<file path="src/rtl/uart_program_rom.sv">
// rtl/uart_program_rom.sv - 16x8 fetch ROM for the tiny CPU, reloadable over UART 8N1
module uart_program_rom #(
    parameter int       CLKS_PER_BIT = 868,
    parameter int       TIMEOUT_CLKS = 1000000,
    parameter bit [7:0] HDR_BYTE     = 8'hA5
) (
    input  logic       clock,
    input  logic       reset_p,
    input  logic       uart_rx,
    input  logic [3:0] address,
    output logic [7:0] rom_data,
    output logic       cpu_hold,
    output logic       load_err,
    output logic       load_done
);

    localparam int CW   = (CLKS_PER_BIT > 1) ? $clog2(CLKS_PER_BIT) : 1;
    localparam int TW   = $clog2(TIMEOUT_CLKS + 1);
    localparam int HALF = CLKS_PER_BIT / 2;

    typedef enum logic [1:0] {RX_IDLE, RX_START, RX_DATA, RX_STOP} rx_state_t;
    typedef enum logic [1:0] {LD_WAIT_HDR, LD_LOAD, LD_CHECK} ld_state_t;

    function automatic logic [7:0] reset_image(input logic [3:0] idx);
        case (idx)
            4'd0:    reset_image = 8'h81;
            4'd1:    reset_image = 8'h82;
            4'd2:    reset_image = 8'h84;
            4'd3:    reset_image = 8'h88;
            4'd4:    reset_image = 8'h84;
            4'd5:    reset_image = 8'h82;
            4'd6:    reset_image = 8'hA0;
            default: reset_image = 8'h00;
        endcase
    endfunction

    logic [7:0]  mem [16];

    logic        rx_s1;
    logic        rx_s2;
    logic        rx_prev;
    rx_state_t   rx_state;
    logic [CW-1:0] clk_cnt;
    logic [2:0]  bit_idx;
    logic [7:0]  shift_reg;
    logic        rx_valid;
    logic [7:0]  rx_byte;
    logic        frame_err;

    ld_state_t   ld_state;
    logic [3:0]  wr_idx;
    logic [7:0]  sum;
    logic [TW-1:0] tmo_cnt;

    assign rom_data = mem[address];

    // Two-flop synchronizer plus a delayed copy for start-edge detection.
    always_ff @(posedge clock or posedge reset_p) begin
        if (reset_p) begin
            rx_s1   <= 1'b1;
            rx_s2   <= 1'b1;
            rx_prev <= 1'b1;
        end else begin
            rx_s1   <= uart_rx;
            rx_s2   <= rx_s1;
            rx_prev <= rx_s2;
        end
    end

    always_ff @(posedge clock or posedge reset_p) begin
        if (reset_p) begin
            rx_state  <= RX_IDLE;
            clk_cnt   <= '0;
            bit_idx   <= '0;
            shift_reg <= '0;
            rx_valid  <= 1'b0;
            rx_byte   <= '0;
            frame_err <= 1'b0;
        end else begin
            rx_valid  <= 1'b0;
            frame_err <= 1'b0;
            case (rx_state)
                RX_IDLE: begin
                    if (rx_prev && !rx_s2) begin
                        rx_state <= RX_START;
                        clk_cnt  <= '0;
                    end
                end
                RX_START: begin
                    if (clk_cnt == CW'(HALF - 1)) begin
                        clk_cnt  <= '0;
                        bit_idx  <= '0;
                        rx_state <= rx_s2 ? RX_IDLE : RX_DATA;
                    end else begin
                        clk_cnt <= clk_cnt + 1'b1;
                    end
                end
                RX_DATA: begin
                    if (clk_cnt == CW'(CLKS_PER_BIT - 1)) begin
                        clk_cnt   <= '0;
                        shift_reg <= {rx_s2, shift_reg[7:1]};
                        if (bit_idx == 3'd7) begin
                            rx_state <= RX_STOP;
                        end else begin
                            bit_idx <= bit_idx + 1'b1;
                        end
                    end else begin
                        clk_cnt <= clk_cnt + 1'b1;
                    end
                end
                RX_STOP: begin
                    if (clk_cnt == CW'(CLKS_PER_BIT - 1)) begin
                        clk_cnt  <= '0;
                        rx_state <= RX_IDLE;
                        if (rx_s2) begin
                            rx_valid <= 1'b1;
                            rx_byte  <= shift_reg;
                        end else begin
                            frame_err <= 1'b1;
                        end
                    end else begin
                        clk_cnt <= clk_cnt + 1'b1;
                    end
                end
                default: rx_state <= RX_IDLE;
            endcase
        end
    end

    // Partially written bytes stay in memory after an abort; cpu_hold keeps the CPU off them.
    always_ff @(posedge clock or posedge reset_p) begin
        if (reset_p) begin
            for (int i = 0; i < 16; i++) begin
                mem[i] <= reset_image(4'(i));
            end
            ld_state  <= LD_WAIT_HDR;
            wr_idx    <= '0;
            sum       <= '0;
            tmo_cnt   <= '0;
            cpu_hold  <= 1'b0;
            load_err  <= 1'b0;
            load_done <= 1'b0;
        end else begin
            load_done <= 1'b0;
            case (ld_state)
                LD_WAIT_HDR: begin
                    if (rx_valid && rx_byte == HDR_BYTE) begin
                        cpu_hold <= 1'b1;
                        load_err <= 1'b0;
                        wr_idx   <= '0;
                        sum      <= '0;
                        tmo_cnt  <= '0;
                        ld_state <= LD_LOAD;
                    end
                end
                LD_LOAD, LD_CHECK: begin
                    if (rx_valid) begin
                        tmo_cnt <= '0;
                        if (ld_state == LD_LOAD) begin
                            mem[wr_idx] <= rx_byte;
                            sum         <= sum + rx_byte;
                            wr_idx      <= wr_idx + 1'b1;
                            if (wr_idx == 4'd15) begin
                                ld_state <= LD_CHECK;
                            end
                        end else begin
                            ld_state <= LD_WAIT_HDR;
                            if (rx_byte == sum) begin
                                cpu_hold  <= 1'b0;
                                load_done <= 1'b1;
                            end else begin
                                load_err <= 1'b1;
                            end
                        end
                    end else if (frame_err || tmo_cnt == TW'(TIMEOUT_CLKS)) begin
                        load_err <= 1'b1;
                        ld_state <= LD_WAIT_HDR;
                    end else begin
                        tmo_cnt <= tmo_cnt + 1'b1;
                    end
                end
                default: ld_state <= LD_WAIT_HDR;
            endcase
        end
    end

endmodule

</file>
<file path="config.mk">
export PLATFORM = sky130hd
export DESIGN_NAME = uart_program_rom
export DESIGN_NICKNAME = d
export VERILOG_FILES = /design/src/rtl/uart_program_rom.sv
export SDC_FILE = /design/constraint.sdc
export NUM_CORES = 1
export LEC_CHECK = 0
export ABC_AREA = 0
export CAP_MARGIN = 20
export CORE_MARGIN = 2
export CORE_UTILIZATION = 62
export DETAILED_ROUTE_END_ITERATION = 10
export PLACE_DENSITY = 0.79
export SETUP_SLACK_MARGIN = 0.05
export SKIP_LAST_GASP = 1
export SYNTH_ARGS = -nofsm -noshare
export SYNTH_HDL_FRONTEND = slang
export SYNTH_SLANG_ARGS = --single-unit
</file>
<file path="constraint.sdc">
create_clock -name clock -period 13.8 [get_ports clock]
set_input_delay 2.76 -clock clock [delete_from_list [all_inputs] [get_ports clock]]
set_output_delay 2.76 -clock clock [all_outputs]
set_load 0.01 [all_outputs]
</file>
* Word level (Yosys, flattened, before mapping)
Cells that the tools add are included.
** Storage, ports and cells
- Register bits after elaboration :: 201
- Output and inout bits :: 11
- Word-level logic and storage cells :: 152
** Operators by class
- Add/subtract/negate cells :: 5
- Magnitude comparators :: 3
- Equality and inequality tests :: 28
- Mux-type cells :: 60
- Bitwise logic cells :: 2
- Reductions and logical operators :: 21
** Operators by type and width (count)
- 128-bit bitwise mux :: 1
- 20-bit 2-to-1 mux :: 3
- 8-bit 2-to-1 mux :: 6
- 20-bit case mux with 2 select lines :: 1
- 8-bit binary-select mux with 4-bit select :: 1
- 8-bit demux with 4-bit select :: 1
- 10-bit 2-to-1 mux :: 3
- 10-bit case mux with 3 select lines :: 1
- 2-bit 2-to-1 mux :: 11
- 2-bit != test (second input constant) :: 11
- 20-bit by 1-bit adder with 20-bit output (second input constant) :: 1
- 20-bit equality test (second input constant) :: 1
- 1-bit 2-to-1 mux :: 19
- 8-bit case mux with 2 select lines :: 1
- 5-bit AND reduction :: 3
- 4-bit 2-to-1 mux :: 3
- 3-bit != test (second input constant) :: 4
- 3-bit AND reduction :: 4
- 10-bit by 1-bit adder with 10-bit output (second input constant) :: 1
- 10-bit equality test (second input constant) :: 1
- 10-bit by 9-bit equality test with 1-bit output (second input constant) :: 1
- 5-bit >= comparator (second input constant) :: 2
- 4-bit NOT with 5-bit output :: 2
- 3-bit 2-to-1 mux :: 3
- other kinds (24) :: 34

* Depth between registers and ports, before layout
- Depth in word-level cells :: 6
- Depth in mapped cells :: 9

* Worst setup path after synthesis
Ideal clock, no wire load.
- Kind :: input to output
- From :: input port address[0]
- To :: output port rom_data[0]
- Arrival time :: 4.302 ns
- Slack :: 6.738 ns
- Stages :: 4
- Path buffers :: 2
- Cell sequence :: clkbuf_1 > buf_2 > mux4_2 > mux4_2
** On the way
- Longest elaborated chain between the ends :: 4
** Ends and longest elaborated chain
- start, declared :: RTL line 10 : input logic [3:0] address,
- 4-bit NOT with 5-bit output (implied by the code) :: RTL line 55 : assign rom_data = mem[address];
- 8-bit binary-select mux with 4-bit select :: RTL line 55
- 8-bit 2-to-1 mux (implied by the code) (2 in a row) :: RTL line 55
- end, declared :: RTL line 11 : output logic [7:0] rom_data,
Every way passes these cells. The select of a mux whose other input is x is not followed.

* Worst setup path after layout
- From :: input port address[1]
- To :: output port rom_data[1]
The elaborated chain is that of the path after synthesis.

==> impl_metrics.env <==
export IMPL_vias_per_cell=6.47
export IMPL_vdd_ir_drop_max_mv=0.0909
export IMPL_powerDensity_nw_per_um2=113
export IMPL_whs_ps=349
export IMPL_syn2layout_area_growth_pct=11.0
export IMPL_worstMarginPinSlew_ps=950
export IMPL_synth_most_common_cell="dfrtp_1"
export IMPL_drtAntennaViolNets=0
export IMPL_pwr_share_seq=0.494
export IMPL_wirelength_um=21200
export IMPL_power_frac_comb=0.046
export IMPL_fin_util=0.709
export IMPL_num_vias=6234
export IMPL_track_usage=0.270
export IMPL_initial_core_util=0.638
export IMPL_antenna_found_initial=0
export IMPL_ys_seq_area_frac=0.519
export IMPL_die_area_um2=16700
export IMPL_synth_cells=722
export IMPL_p_int_mw=0.950
export IMPL_synthTopCellsByArea="dfrtp_1 (47%), mux2_2 (17%), mux4_2 (9.2%)"
export IMPL_r2r_cells=5
export IMPL_cts_resized=0
export IMPL_timing_rr_start="rx_byte[2]"
export IMPL_setup_viol=0
export IMPL_fmax_ghz=0.128
export IMPL_rrSetupSlack_ps=10980
export IMPL_cts_htree_levels=1
export IMPL_io_pins=18
export IMPL_hold_buffers=0
export IMPL_clock_latency_ps=490
export IMPL_clk_pin_slew_worst_paths_ps=60
export IMPL_core_area_um2=15300
export IMPL_p_clk_frac=0.460
export IMPL_dp_cells=921
export IMPL_drt_initial_drc_count=512
export IMPL_synth_common_cells="dfrtp_1 (184), mux2_2 (144), mux4_2 (40), nand2_1 (30), o21ai_0 (25)"
export IMPL_hpwl_um=13300
export IMPL_max_cap_violations=0
export IMPL_ys_ff_latch=201
export IMPL_drv_slew=0
export IMPL_hold_viol_final=0
export IMPL_chipHeight_um=129
export IMPL_rsz0062_at_grt="false"
export IMPL_synth_top_cell_by_area="dfrtp_1"
export IMPL_largest_reg_flops=128
export IMPL_switching_share=0.224
export IMPL_clockBufferDepth=3
export IMPL_routabilityCongestion=0.855
export IMPL_route_detailed_drc=0
export IMPL_yosys_warnings=0
export IMPL_worstPathArrival_ps=5050
export IMPL_synth_top_cell_area_share=0.473
export IMPL_cts_sinks=201
export IMPL_diodes=0
export IMPL_switchingPower_mw=0.275
export IMPL_layout_nets=766
export IMPL_netlist_area_um2=9740
export IMPL_std_cell_rows=45
export IMPL_relSlewSlack=0.364
export IMPL_cts_tree="yes"
export IMPL_stdcell_count=964
export IMPL_wl_per_cell_um=22.0
export IMPL_startpoint_type="input port"
export IMPL_reg_largest_list="mem: 128 flops, tmo_cnt: 20 flops, clk_cnt: 10 flops"
export IMPL_endpoint="rom_data[1]"
export IMPL_required_ps=11040
export IMPL_post_route_min_period_ps=7810
export IMPL_grt_max_degree=109
export IMPL_cts_root_buffer="clkbuf_16"
export IMPL_skew_ps=9.43
export IMPL_die_w_um=129
export IMPL_drive_above_1_share=0.341
export IMPL_overflow=0
export IMPL_firstDrtPassIters=5
export IMPL_crit_type="in2out"
export IMPL_cp_max_fo=32
export IMPL_hold_class="reg2reg"
export IMPL_grt_pass1_vias=6508
export IMPL_synth_edff_count=0
export IMPL_grt_pass1_wl_um=35200
export IMPL_end_kind="primary output"
export IMPL_postCtsSetupBuffers=0
export IMPL_synth_flop_cell="dfrtp_1"
export IMPL_cts_buffers=22
export IMPL_leakagePower_nw=5.03
export IMPL_setup_tns_final_ps=0
export IMPL_async_flop_share=1.00
export IMPL_regMostFlops="mem"
export IMPL_io_buffers=17
export IMPL_syn_nets=750
export IMPL_synth_cell_types=61
export IMPL_syn_area_per_cell_um2=13.5
export IMPL_whs_path_depth=0
export IMPL_timing_final_crit_share=0.566
export IMPL_status="finished clean"
export IMPL_startpoint="address[1]"
export IMPL_reg2reg_to="tmo_cnt[14]"
## per-stage QoR
step | area, um^2 | power [mW] | setup slack, ps
floorplan | 9740 | 0.654 | 5590
global placement | 10100 | 0.665 | 5840
detailed placement | 10100 | 0.669 | 5760
CTS | 10800 | 1.23 | 5750
global route | 10800 | 1.27 | 5950
finish | 10800 | 1.23 | 5990
## area by class of cell
class                      instances  area [um^2]
sequential                       201         5050
multi-input combinational        470         4480
fill                             978         4440
clock buffer                      31          626
tap                              211          264
timing repair buffer              23          243
inverter                          20         82.6
clock inverter                     8         67.6
## metal layers
layer  global-route usage  up-vias  wire (um)
li1                     -     2753          -
met1                0.397     3243       9610
met2                0.426      190      10000
met3               0.0396       48       1080
met4               0.0786        0        462
met5                    0        -          0
## cells in the final DEF (no fill, tap or decap), drive strengths merged, types with 3 or more instances in the layout
cell type	count
dfstp	17
o21ai	25
nor2	19
o31ai	5
nand2b	4
a21oi	16
o2111ai	5
nor4	5
or4	7
xnor2	8
mux2	144
nand3	15
o211ai	8
and2	7
clkbuf	31
dfrtp	184
or3	7
inv	20
clkinv	6
o31a	3
ha	20
buf	7
nand2	38
xor2	4
nor4bb	4
nor3	10
and3	10
mux4	40
nor3b	6
a21o	7
mux2i	5
nand4	8
a22o	4
nor2b	5
clkdlybuf4s50	16
## worst max-delay path: stages
cell	delay (ps)
clkdlybuf4s50_1	450
buf_4	400
mux4_2	400
mux4_2	510
clkdlybuf4s50_1	500
## logic make-up after synthesis
kind of cell | share of synthesized area
xor gates and xnor gates | 0.0108
buffers and inverters | 0.0213
DFF | 0.519
AOI/OAI and AO/OA | 0.0667
and+or+nand+nor | 0.0908
muxes | 0.264
adders and majority gates | 0.0277
## worst min path at each step
stage / from / endpoint / slack [ps]
floorplan: rx_s1 / rx_s2 / 350
global placement: rx_s1 / rx_s2 / 350
detailed placement: rx_s1 / rx_s2 / 350
CTS: rx_s1 / rx_s2 / 360
global route: rx_s1 / rx_s2 / 360
finish: rx_s1 / rx_s2 / 350
## power by group through the flow
stage	Sequential [mW]	Clock, mW	Combinational [mW]
after floorplan	0.611	0	0.0430
after global placement	0.615	0	0.0502
after detailed placement	0.615	0	0.0533
after CTS	0.605	0.570	0.0542
after global routing	0.606	0.598	0.0654
final	0.605	0.563	0.0569
Note: power is estimated with default switching activity, not from simulation.
